$ cat config.mk
export PLATFORM = sky130hd
export DESIGN_NAME = return_address_stack
export DESIGN_NICKNAME = d
export VERILOG_FILES = /design/src/rtl/ucca_pkg.sv /design/src/rtl/ras_mem.sv /design/src/rtl/return_address_stack.sv
export SDC_FILE = /design/constraint.sdc
export NUM_CORES = 1
export LEC_CHECK = 0
export ABC_AREA = 1
export BUFFER_PORTS_ARGS = -buffer_cell sky130_fd_sc_hd__buf_2
export CAP_MARGIN = 20
export CELL_PAD_IN_SITES_DETAIL_PLACEMENT = 0
export CELL_PAD_IN_SITES_GLOBAL_PLACEMENT = 1
export CORE_MARGIN = 2
export CORE_UTILIZATION = 29
export CTS_CLUSTER_SIZE = 28
export DETAILED_ROUTE_END_ITERATION = 12
export PLACE_DENSITY = 0.58
export SETUP_SLACK_MARGIN = 0.2
export SYNTH_ARGS = -nofsm -noshare
export SYNTH_HDL_FRONTEND = slang
export SYNTH_HIERARCHICAL = 1
export SYNTH_SLANG_ARGS = --single-unit
$ cat constraint.sdc
create_clock -name clk -period 5.6 [get_ports clk]
set_clock_uncertainty 0.05 [all_clocks]
set_input_delay 0.28 -clock clk [delete_from_list [all_inputs] [get_ports clk]]
set_output_delay 0.28 -clock clk [all_outputs]
set_load 0.05 [all_outputs]
$ cat src/rtl/ucca_pkg.sv
// ---------------------------------------------------------------------------
// ucca_pkg
// Shared constants for the UCCA monitor blocks: the core execution-state and
// single-operand decode values that identify CALL / IRQ entry, the operation
// encoding used inside the return-address stack, and the push decode helper.
// ---------------------------------------------------------------------------
package ucca_pkg;

  // Core execution states
  localparam logic [3:0] CALL_STATE = 4'hB;
  localparam logic [3:0] IRQ_STATE  = 4'h1;

  // One-hot single-operand instruction decode
  localparam logic [7:0] CALL_INST  = 8'h20;
  localparam logic [7:0] IRQ_INST   = 8'h80;
  localparam logic [7:0] RETI_INST  = 8'h40;

  // Per-cycle stack operation, encoded as {push, pop}
  typedef enum logic [1:0] {
    RAS_IDLE = 2'b00,
    RAS_POP  = 2'b01,
    RAS_PUSH = 2'b10,
    RAS_SWAP = 2'b11
  } ras_op_e;

  // A push needs an exact match on the one-hot decode; any other inst_so
  // value (including multi-hot garbage) is ignored.
  function automatic logic push_decode(input logic [3:0] e_state,
                                       input logic [7:0] inst_so,
                                       input logic       track_irq);
    logic call_hit;
    logic irq_hit;
    call_hit = (e_state == CALL_STATE) && (inst_so == CALL_INST);
    irq_hit  = track_irq && (e_state == IRQ_STATE) && (inst_so == IRQ_INST);
    return call_hit || irq_hit;
  endfunction

endpackage

$ cat src/rtl/ras_mem.sv
// ---------------------------------------------------------------------------
// ras_mem
// DEPTH x ADDR_W register file backing the return-address stack.
// Storage has no reset: an entry is only ever read after it has been written.
//
// Ports
//   clk      in   core clock
//   we_i     in   write enable
//   waddr_i  in   write index
//   wdata_i  in   write data
//   raddr_i  in   read index (top of stack)
//   rdata_o  out  asynchronous read data
// ---------------------------------------------------------------------------
module ras_mem #(
  parameter int ADDR_W = 16,
  parameter int DEPTH  = 8,
  parameter int PTR_W  = $clog2(DEPTH)
) (
  input  logic              clk,
  input  logic              we_i,
  input  logic [PTR_W-1:0]  waddr_i,
  input  logic [ADDR_W-1:0] wdata_i,
  input  logic [PTR_W-1:0]  raddr_i,
  output logic [ADDR_W-1:0] rdata_o
);

  logic [ADDR_W-1:0] mem_q [DEPTH];

  always_ff @(posedge clk) begin
    if (we_i) begin
      mem_q[waddr_i] <= wdata_i;
    end
  end

  assign rdata_o = mem_q[raddr_i];

endmodule

$ cat src/rtl/return_address_stack.sv
// ---------------------------------------------------------------------------
// return_address_stack
// Hardware return-address stack for the UCCA monitor. CALL (and optionally
// IRQ) entry pushes the return address on mdb_out; a RET/RETI pops the top
// entry and compares it against the address actually loaded into PC.
// Overflow, underflow and mismatch are sticky until reset.
//
// Ports
//   clk         in   core clock, rising edge
//   reset       in   synchronous, active-high
//   inst_so     in   one-hot single-operand decode
//   e_state     in   core execution state
//   mdb_out     in   return address to push
//   ret_strobe  in   RET/RETI loading PC this cycle
//   ret_target  in   value loaded into PC (valid with ret_strobe)
//   ret_addr    out  top of stack, 0 when empty
//   count       out  number of valid entries
//   empty/full  out  count==0 / count==DEPTH
//   overflow, underflow, mismatch  out  sticky error flags
//   violation   out  OR of the sticky flags
//
// Strobe semantics: there is no back-pressure. A push (decoded from
// e_state/inst_so) and a pop (ret_strobe) are each single-cycle qualifiers
// that are consumed on the rising edge they are sampled; the stack always
// accepts one push, one pop, or one combined push+pop per cycle.
// ---------------------------------------------------------------------------
module return_address_stack
  import ucca_pkg::*;
#(
  parameter int ADDR_W    = 16,
  parameter int DEPTH     = 8,
  parameter int OVF_WRAP  = 0,
  parameter int TRACK_IRQ = 1
) (
  input  logic                       clk,
  input  logic                       reset,
  input  logic [7:0]                 inst_so,
  input  logic [3:0]                 e_state,
  input  logic [ADDR_W-1:0]          mdb_out,
  input  logic                       ret_strobe,
  input  logic [ADDR_W-1:0]          ret_target,
  output logic [ADDR_W-1:0]          ret_addr,
  output logic [$clog2(DEPTH+1)-1:0] count,
  output logic                       empty,
  output logic                       full,
  output logic                       overflow,
  output logic                       underflow,
  output logic                       mismatch,
  output logic                       violation
);

  localparam int PTR_W = $clog2(DEPTH);
  localparam int CNT_W = $clog2(DEPTH + 1);

  // wr_ptr_q is the next free slot; the top lives one slot below it (mod DEPTH).
  logic [PTR_W-1:0]  wr_ptr_q, wr_ptr_d;
  logic [CNT_W-1:0]  count_q, count_d;
  logic              overflow_q, overflow_d;
  logic              underflow_q, underflow_d;
  logic              mismatch_q, mismatch_d;

  logic [PTR_W-1:0]  ptr_inc;
  logic [PTR_W-1:0]  top_idx;
  logic              is_empty;
  logic              is_full;
  logic              push;
  logic              pop;
  ras_op_e           op;

  logic              mem_we;
  logic [PTR_W-1:0]  mem_waddr;
  logic [ADDR_W-1:0] mem_rdata;

  // Explicit wrap so non-power-of-two depths stay modulo DEPTH.
  assign ptr_inc = (wr_ptr_q == PTR_W'(DEPTH - 1)) ? '0 : wr_ptr_q + PTR_W'(1);
  assign top_idx = (wr_ptr_q == '0) ? PTR_W'(DEPTH - 1) : wr_ptr_q - PTR_W'(1);

  assign is_empty = (count_q == '0);
  assign is_full  = (count_q == CNT_W'(DEPTH));

  assign push = push_decode(e_state, inst_so, TRACK_IRQ != 0);
  assign pop  = ret_strobe;
  assign op   = ras_op_e'({push, pop});

  ras_mem #(
    .ADDR_W (ADDR_W),
    .DEPTH  (DEPTH),
    .PTR_W  (PTR_W)
  ) u_mem (
    .clk     (clk),
    .we_i    (mem_we),
    .waddr_i (mem_waddr),
    .wdata_i (mdb_out),
    .raddr_i (top_idx),
    .rdata_o (mem_rdata)
  );

  always_comb begin
    wr_ptr_d    = wr_ptr_q;
    count_d     = count_q;
    overflow_d  = overflow_q;
    underflow_d = underflow_q;
    mismatch_d  = mismatch_q;
    mem_we      = 1'b0;
    mem_waddr   = wr_ptr_q;

    // Pop checks always look at the pre-edge top, even when a push
    // replaces that top in the same cycle.
    if (pop) begin
      if (is_empty) begin
        underflow_d = 1'b1;
      end else if (ret_target != mem_rdata) begin
        mismatch_d = 1'b1;
      end
    end

    case (op)
      RAS_SWAP: begin
        if (is_empty) begin
          // Nothing to replace: behaves as a plain push into an empty stack.
          mem_we    = 1'b1;
          mem_waddr = wr_ptr_q;
          wr_ptr_d  = ptr_inc;
          count_d   = CNT_W'(1);
        end else begin
          // Return then call: top is swapped in place, depth unchanged.
          mem_we    = 1'b1;
          mem_waddr = top_idx;
        end
      end
      RAS_PUSH: begin
        if (!is_full) begin
          mem_we    = 1'b1;
          mem_waddr = wr_ptr_q;
          wr_ptr_d  = ptr_inc;
          count_d   = count_q + CNT_W'(1);
        end else begin
          overflow_d = 1'b1;
          if (OVF_WRAP != 0) begin
            // When full the next free slot is also the oldest entry.
            mem_we    = 1'b1;
            mem_waddr = wr_ptr_q;
            wr_ptr_d  = ptr_inc;
          end
        end
      end
      RAS_POP: begin
        if (!is_empty) begin
          wr_ptr_d = top_idx;
          count_d  = count_q - CNT_W'(1);
        end
      end
      default: begin
      end
    endcase
  end

  always_ff @(posedge clk) begin
    if (reset) begin
      wr_ptr_q    <= '0;
      count_q     <= '0;
      overflow_q  <= 1'b0;
      underflow_q <= 1'b0;
      mismatch_q  <= 1'b0;
    end else begin
      wr_ptr_q    <= wr_ptr_d;
      count_q     <= count_d;
      overflow_q  <= overflow_d;
      underflow_q <= underflow_d;
      mismatch_q  <= mismatch_d;
    end
  end

  assign ret_addr  = is_empty ? '0 : mem_rdata;
  assign count     = count_q;
  assign empty     = is_empty;
  assign full      = is_full;
  assign overflow  = overflow_q;
  assign underflow = underflow_q;
  assign mismatch  = mismatch_q;
  assign violation = overflow_q | underflow_q | mismatch_q;

endmodule

==> impl_metrics.yaml, run 1 <==
status:
  status: "completed"
clock_network:
  clock_sinks: 138
  cts_tree: "yes"
  cts_root_buffer: "clkbuf_16"
  cts_resized: 0
  path_clk_slew_ns: 0.07
  cts_buffer_depth: 2
  h-tree-depth: 4
  cts_inserted_buffers: 17
  clock_latency_ns: 0.42
cells_and_area:
  layout.nets: 949
  drive_above_1_share_pct: 14.0
  multi_input_comb_area_um2: 2010
  area_growth_pct: 18.2
  final_util_pct: 35.0
  ff_latch_area_um2: 4040
  nFillCells: 2507
  num_antenna_cells: 0
detailed_routing:
  drt-initial-drc-count: 282
  vias: 4931
  drt-pass1-iter-count: 4
  wirelength_mm: 17.5
  wl_per_cell_um: 14.3
  ant_nets: 0
  drc: 0
  via_per_inst: 4.03
worst_setup_path:
  crit_arrival_ns: 3.24
  path_class: "reg -> out"
  startpoint_type: "register"
  reg2reg_depth: 20
  end_kind: "output pin"
  cp.required_ns: 5.27
  path_max_fanout: 37
yosys:
  ys_ff_latch: 138
  synth-compound-area-share_pct: 1.89
  seq_area_frac_synth_pct: 58.1
  synthCells: 812
  yosysMostFrequentCell: "nand2_1"
  synthAdderAreaFrac_pct: 2.08
  synthFlopType: "edfxtp_1"
  synth_edf_count: 128
  yosysUniqueCellTypes: 31
  muxShareOfSynthArea_pct: 0
  synthSimpleGateAreaFrac_pct: 24.8
  syn_nets: 870
  synth_common_cells: "nand2_1 (288), inv_1 (187), edfxtp_1 (128), nand3_1 (68), nor2_1 (51)"
  yosys.area.top_type: "edfxtp_1"
  avgSynthCellArea_um2: 8.58
  synthTopCellsByArea: "edfxtp_1 (55%), nand2_1 (16%), inv_1 (10%), nand3_1 (4.9%), dfxtp_1 (2.9%)"
  synth_area_um2: 6960
  synth_top_area_share_pct: 55.2
  synth_xor_area_share_pct: 0.126
  synth_top_family_by_area: "simple AND/OR/NAND/NOR gates"
  synth_warnings: 6
  ys_async_sr_fraction_pct: 0
power:
  irDropWorstVdd_mv: 0.179
  p_per_area_nw_per_um2: 401
  leakagePower_uw: 0.00402
global_routing:
  grt_max_degree: 66
  grt-ovfl-total: 0
  grt_pass1_wl_mm: 27.9
  grt.total_usage_pct: 14.4
  grt_pass1_vias: 4946
  antenna_found_initial: 1
hold_path:
  worstHoldPathType: "in -> reg"
  whs_path_depth: 1
place:
  gp_congestion: 0.723
  hpwl_mm: 11.1
  portBuffers: 72
  dp_slack_ns: 2.18
flow_run:
  cap_violations: 0
timing:
  setup-tns-final_ns: 0
  slew_headroom_pct: 38.3
  setup_viol: 0
  period_needed_ns: 3.57
  postLayoutSetupSlackWorst_ns: 2.03
  hold_viol_final: 0
  fmax_mhz: 280
  period_share_pct: 63.7
  max_slew.worst_pin.slew_ns: 0.922
  slew_viol_final: 0
  rsz0062_at_grt: "no"
floorplanning:
  fp.dieH_um: 159
  core_um2: 23500
  dieArea_um2: 25300
  rows: 56
  boundaryPins: 73
  initial_core_util_pct: 29.6
  die_w_um: 159
[state kept, by name, summed over array words and instances, names as in the netlist]
| register | flops |
|---|---|
| count | 4 |
| mismatch | 1 |
| overflow | 1 |
| u_mem/mem_q | 128 |
| underflow | 1 |
| wr_ptr_q | 3 |
[final cells by class]
class | count | share of cell area (%)
inverters | 192 | 8.79
multi-input cells | 456 | 24.4
repair buffers | 86 | 5.69
clock inverters | 12 | 1.81
flip-flops and latches | 138 | 49.1
well taps | 319 | 4.85
clock buffers | 20 | 5.31
[critical path, stage by stage (launching register included)]
cell,delay [ns]
dfxtp_1,0.40
inv_1,0.10
ha_1,0.20
ha_1,0.17
nor2_1,0.18
inv_2,0.06
inv_2,0.39
buf_4,0.49
nand2_1,0.09
nand3_1,0.08
nand2_1,0.06
nand2_1,0.05
nand2_1,0.14
inv_1,0.11
nor2_1,0.05
buf_2,0.22
[cell usage in the layout, fill, tap and decap left out, types with 2 or more instances in the layout]
cell type   Yosys  layout
clkbuf_1        0       3
clkinv_4        0       2
inv_2           4       5
inv_1         187     186
nand2_4         4       4
o21ai_1         3       3
a21oi_1         8       8
edfxtp_1      128     128
clkinv_2        0       2
dfxtp_1        10      10
nand3b_1        2       2
clkinvlp_4      0       2
nand3_1        68      68
nor2_1         51      51
bufinv_16       0       3
buf_2          14      72
clkinv_1        0       2
o21ai_0         8       8
ha_1           10      10
buf_4           5      13
clkbuf_16       0      17
nand2_1       288     288
[where the power goes]
part / switching (µW) / internal, µW / total, µW
logic: 777 / 244 / 1020
clock network: 419 / 698 / 1120
registers: 19.3 / 1140 / 1160
total: 1220 / 2080 / 3300
[worst paths after layout]
check,slack (ns),startpoint,end
hold reg to reg,0.43,underflow,underflow
setup / recovery,2.03,wr_ptr_q[0],ret_addr[7]
setup reg to reg,2.37,wr_ptr_q[0],mismatch
hold / removal,0.10,mdb_out[14],u_mem/mem_q[4][14]
[logic make-up after synthesis]
family | Yosys count
simple gates | 420
buf+inv | 218
flops | 138
compound gates | 24
fa+ha+maj | 11
xor+xnor | 1
[stage by stage]
step / hold slack [ns] / total power [µW] / cell area, µm² / std cells
global route: 0.104 / 3490 / 8230 / 1223
detailed placement: 0.420 / 2220 / 7630 / 1190
finish: 0.101 / 3300 / 8230 / 1223
global placement: 0.413 / 2220 / 7630 / 1190
floorplan: 0.299 / 1960 / 6960 / 812
CTS: 0.0850 / 3350 / 8230 / 1223
[repair_timing]
action / in CTS / in global routing
buffers inserted: 0 / 0
endpoints found under the hold margin: 1 / 0
hold buffers: 1 / 0
[metal layers]
| layer | GRT usage, % | share of wire [%] |
|---|---|---|
| met1 | 19.8 | 49 |
| met2 | 22.7 | 44 |
| met5 | 0 | 0.074 |
| met3 | 3.65 | 6.0 |
| met4 | 3.72 | 0.37 |
No activity file was read; power rests on OpenSTA's default activity.
==> run 2, diff against run 1 <==
--- a/config.mk
+++ b/config.mk
@@ -5,7 +5,7 @@
 export SDC_FILE = /design/constraint.sdc
 export NUM_CORES = 1
 export LEC_CHECK = 0
-export ABC_AREA = 1
+export ABC_AREA = 0
 export BUFFER_PORTS_ARGS = -buffer_cell sky130_fd_sc_hd__buf_2
 export CAP_MARGIN = 20
 export CELL_PAD_IN_SITES_DETAIL_PLACEMENT = 0
@@ -14,7 +14,7 @@
 export CORE_UTILIZATION = 29
 export CTS_CLUSTER_SIZE = 28
 export DETAILED_ROUTE_END_ITERATION = 12
-export PLACE_DENSITY = 0.58
+export PLACE_DENSITY = 0.53
 export SETUP_SLACK_MARGIN = 0.2
 export SYNTH_ARGS = -nofsm -noshare
 export SYNTH_HDL_FRONTEND = slang
==> constraint.sdc (replaced) <==
create_clock -name clk -period 3.7 [get_ports clk]
set_clock_uncertainty 0.05 [all_clocks]
set_input_delay 0.185 -clock clk [delete_from_list [all_inputs] [get_ports clk]]
set_output_delay 0.185 -clock clk [all_outputs]
set_load 0.05 [all_outputs]
==> run 2 against run 1 <==
Net effect: sequential power increased by 49%; first-iteration DRC count decreased by 41%; synthesized cell count decreased by 58%; clock power increased by 57%; final cell count decreased by 40%; final area decreased by 7.1%.
==> impl_metrics.yaml, run 2 <==
yosys:
  synthTopCellsByArea: "edfxtp_1 (63%), mux4_1 (12%), dfxtp_1 (3.3%), mux2_2 (3.1%), xnor2_1 (2.4%)"
  synthFlopType: "edfxtp_1"
  synth_edf_count: 128
  synth_warnings: 6
  yosys.area.top_type: "edfxtp_1"
  avgSynthCellArea_um2: 17.9
  yosysMostFrequentCell: "edfxtp_1"
  synth_area_um2: 6100
  synth_common_cells: "edfxtp_1 (128), mux4_1 (28), and2_1 (17), mux2_2 (17), xnor2_1 (17)"
  synthCells: 341
  seq_area_frac_synth_pct: 66.3
  yosysUniqueCellTypes: 45
  ys_async_sr_fraction_pct: 0
  ys_ff_latch: 138
  syn_nets: 399
  synth_top_area_share_pct: 63.1
worst_setup_path:
  cp_slowest_cell: "mux4_1"
  startpoint: "wr_ptr_q[0]"
  r2r_slack_ns: 0.56
  path_max_fanout: 33
  rr_endpoint: "mismatch"
  path_class: "reg -> reg"
  critPathMaxStageDelay_ns: 0.48
  worst_r2r_startpoint: "wr_ptr_q[0]"
  cp.required_ns: 3.94
  end_kind: "register"
  path_buf_inv: 2
  startpoint_type: "register"
  worst_path_most_repeated_cell: "ha_1"
  reg2reg_depth: 11
  cp_top_family: "multiplexers"
  crit_arrival_ns: 3.37
  critical_path.cell_chain: "inv_1, ha_1, ha_1, nand2b_2, buf_12, mux4_1, mux2_2, xnor2_1, nand4_1, nor4_1, o41ai_1"
power:
  p_per_area_nw_per_um2: 565
  p_switching_uw: 1200
  p_seq_share_pct: 40.0
  leakagePower_uw: 0.00281
  power.share.combinational_pct: 19.3
  p_sw_share_pct: 27.8
  power_uw: 4320
  irDropWorstVdd_mv: 0.331
  internal_power_uw: 3120
  power_frac_clock_pct: 40.7
cells_and_area:
  layout_commonest_cell: "edfxtp_1"
  drive_above_1_share_pct: 31.8
  area_growth_pct: 25.5
  fin_cells: 737
  final_cell_mix: "edfxtp_1 (128), buf_2 (72), mux4_1 (28)"
  num_antenna_cells: 0
  layout.nets: 507
  largest_register_ffs: 128
  regMostFlops: "u_mem/mem_q"
global_routing:
  grt_pass1_vias: 3637
  grt_max_degree: 34
  grt-ovfl-total: 0
  grt.total_usage_pct: 13.2
  antenna_found_initial: 0
  grt_pass1_wl_mm: 21.2
clock_network:
  h-tree-depth: 4
  cts_resized: 0
  cts_setup_buffers: 0
  cts_tree: "yes"
  clock_sinks: 138
  cts_buffer_depth: 2
  path_clk_slew_ns: 0.06
  cts_inserted_buffers: 17
  cts_root_buffer: "clkbuf_16"
  postCtsHoldBufs: 12
  clock_latency_ns: 0.41
place:
  gp_congestion: 0.713
  portBuffers: 72
  hpwl_mm: 9.07
  dp.cells: 693
  dp_slack_ns: 0.514
hold_path:
  hold_end: "u_mem/mem_q[5][0]"
  whs_path_depth: 1
  hp-start: "mdb_out[0]"
  worstHoldPathType: "in -> reg"
timing:
  slew_viol_final: 0
  postLayoutSetupSlackWorst_ns: 0.565
  max_slew.worst_pin.slew_ns: 0.629
  slew_headroom_pct: 57.6
  fmax_mhz: 319
  rsz0062_at_grt: "no"
  setup_viol: 0
  period_share_pct: 84.7
  setup-tns-final_ns: 0
  period_needed_ns: 3.14
  hold_viol_final: 0
status:
  status: "completed"
detailed_routing:
  ant_nets: 0
  vias: 3471
  wl_per_cell_um: 19.1
  drt-pass1-iter-count: 4
  wirelength_mm: 14.1
  drt-initial-drc-count: 166
  via_per_inst: 4.71
  drc: 0
floorplanning:
  dieArea_um2: 22200
  boundaryPins: 73
  die_w_um: 149
  core_um2: 20800
  rows: 53
  fp.dieH_um: 149
  initial_core_util_pct: 29.3
flow_run:
  cap_violations: 0
run 2: cell types whose count changed in the layout (fill, tap and decap cells not counted), moves of 11 or more:
cell	before	now
mux4_1	0	28
inv_1	186	10
xnor2_1	1	17
mux2_2	0	17
and2_1	0	17
nand2_1	288	9
nand3_1	68	0
nor2_1	51	11
dlygate4sd3_1	1	12
run 2: metrics by stage:
| stage | util (%) | instance area, µm² | hold WS, ns |
|---|---|---|---|
| 2_1_floorplan | - | 6100 | 0.234 |
| 3_3_place_gp | 33.2 | 6910 | 0.396 |
| 3_5_place_dp | 33.2 | 6910 | 0.407 |
| 4_1_cts | 36.7 | 7650 | 0.0000967 |
| 5_1_grt | 36.7 | 7650 | 0.00524 |
| 6_report | 36.7 | 7650 | 0.00836 |
run 2: logic make-up after synthesis:
logic type,share of synthesized area [%]
buf+inv,2.07
xor+xnor,2.44
compound gates,3.76
mux,16.7
fa+ha+maj,2.38
simple gates,6.32
flops,66.3
run 2: cell type report:
cell class / instances / area [µm²]
sequential: 138 / 4040
fill: 1969 / 13200
tap: 275 / 344
clock inverter: 13 / 186
inverter: 11 / 41.3
clock buffer: 19 / 433
multi-input combinational: 178 / 1940
timing repair buffer: 103 / 661
run 2: worst reg2reg max path: cells and delay by family (launching register included):
family	cells	cell delay (ns)
multiplexers	2	0.81
AND/OR/NAND/NOR	3	0.72
flip-flops	1	0.44
adder cells (fa/ha/maj)	2	0.38
buffers and inverters	2	0.28
XOR/XNOR	1	0.23
AO/OA/AOI/OAI	1	0.10
run 2: worst max path at each step:
stage | to | slack (ns) | depth (start not counted)
finish | mismatch | 0.56 | 11
global route | mismatch | 0.34 | 11
CTS | mismatch | 0.48 | 11
detailed placement | mismatch | 0.51 | 11
global placement | mismatch | 0.62 | 11
floorplan | u_mem/mem_q[0][0] | 0.29 | 5
run 2: power by group through the flow:
stage	sequential, µW	clock, µW	combinational (µW)
final	1730	1760	835
after global routing	1730	1870	893
after CTS	1730	1800	849
after detailed placement	1760	0	838
after global placement	1760	0	836
after floorplan	1780	0	581
run 2: per-layer routing:
metal	wire length (µm)	track usage [%]	share of wire (%)
met1	6430	17.6	46
met2	6820	21.3	49
met5	0	0	0
met3	674	3.30	4.8
met4	129	3.95	0.92
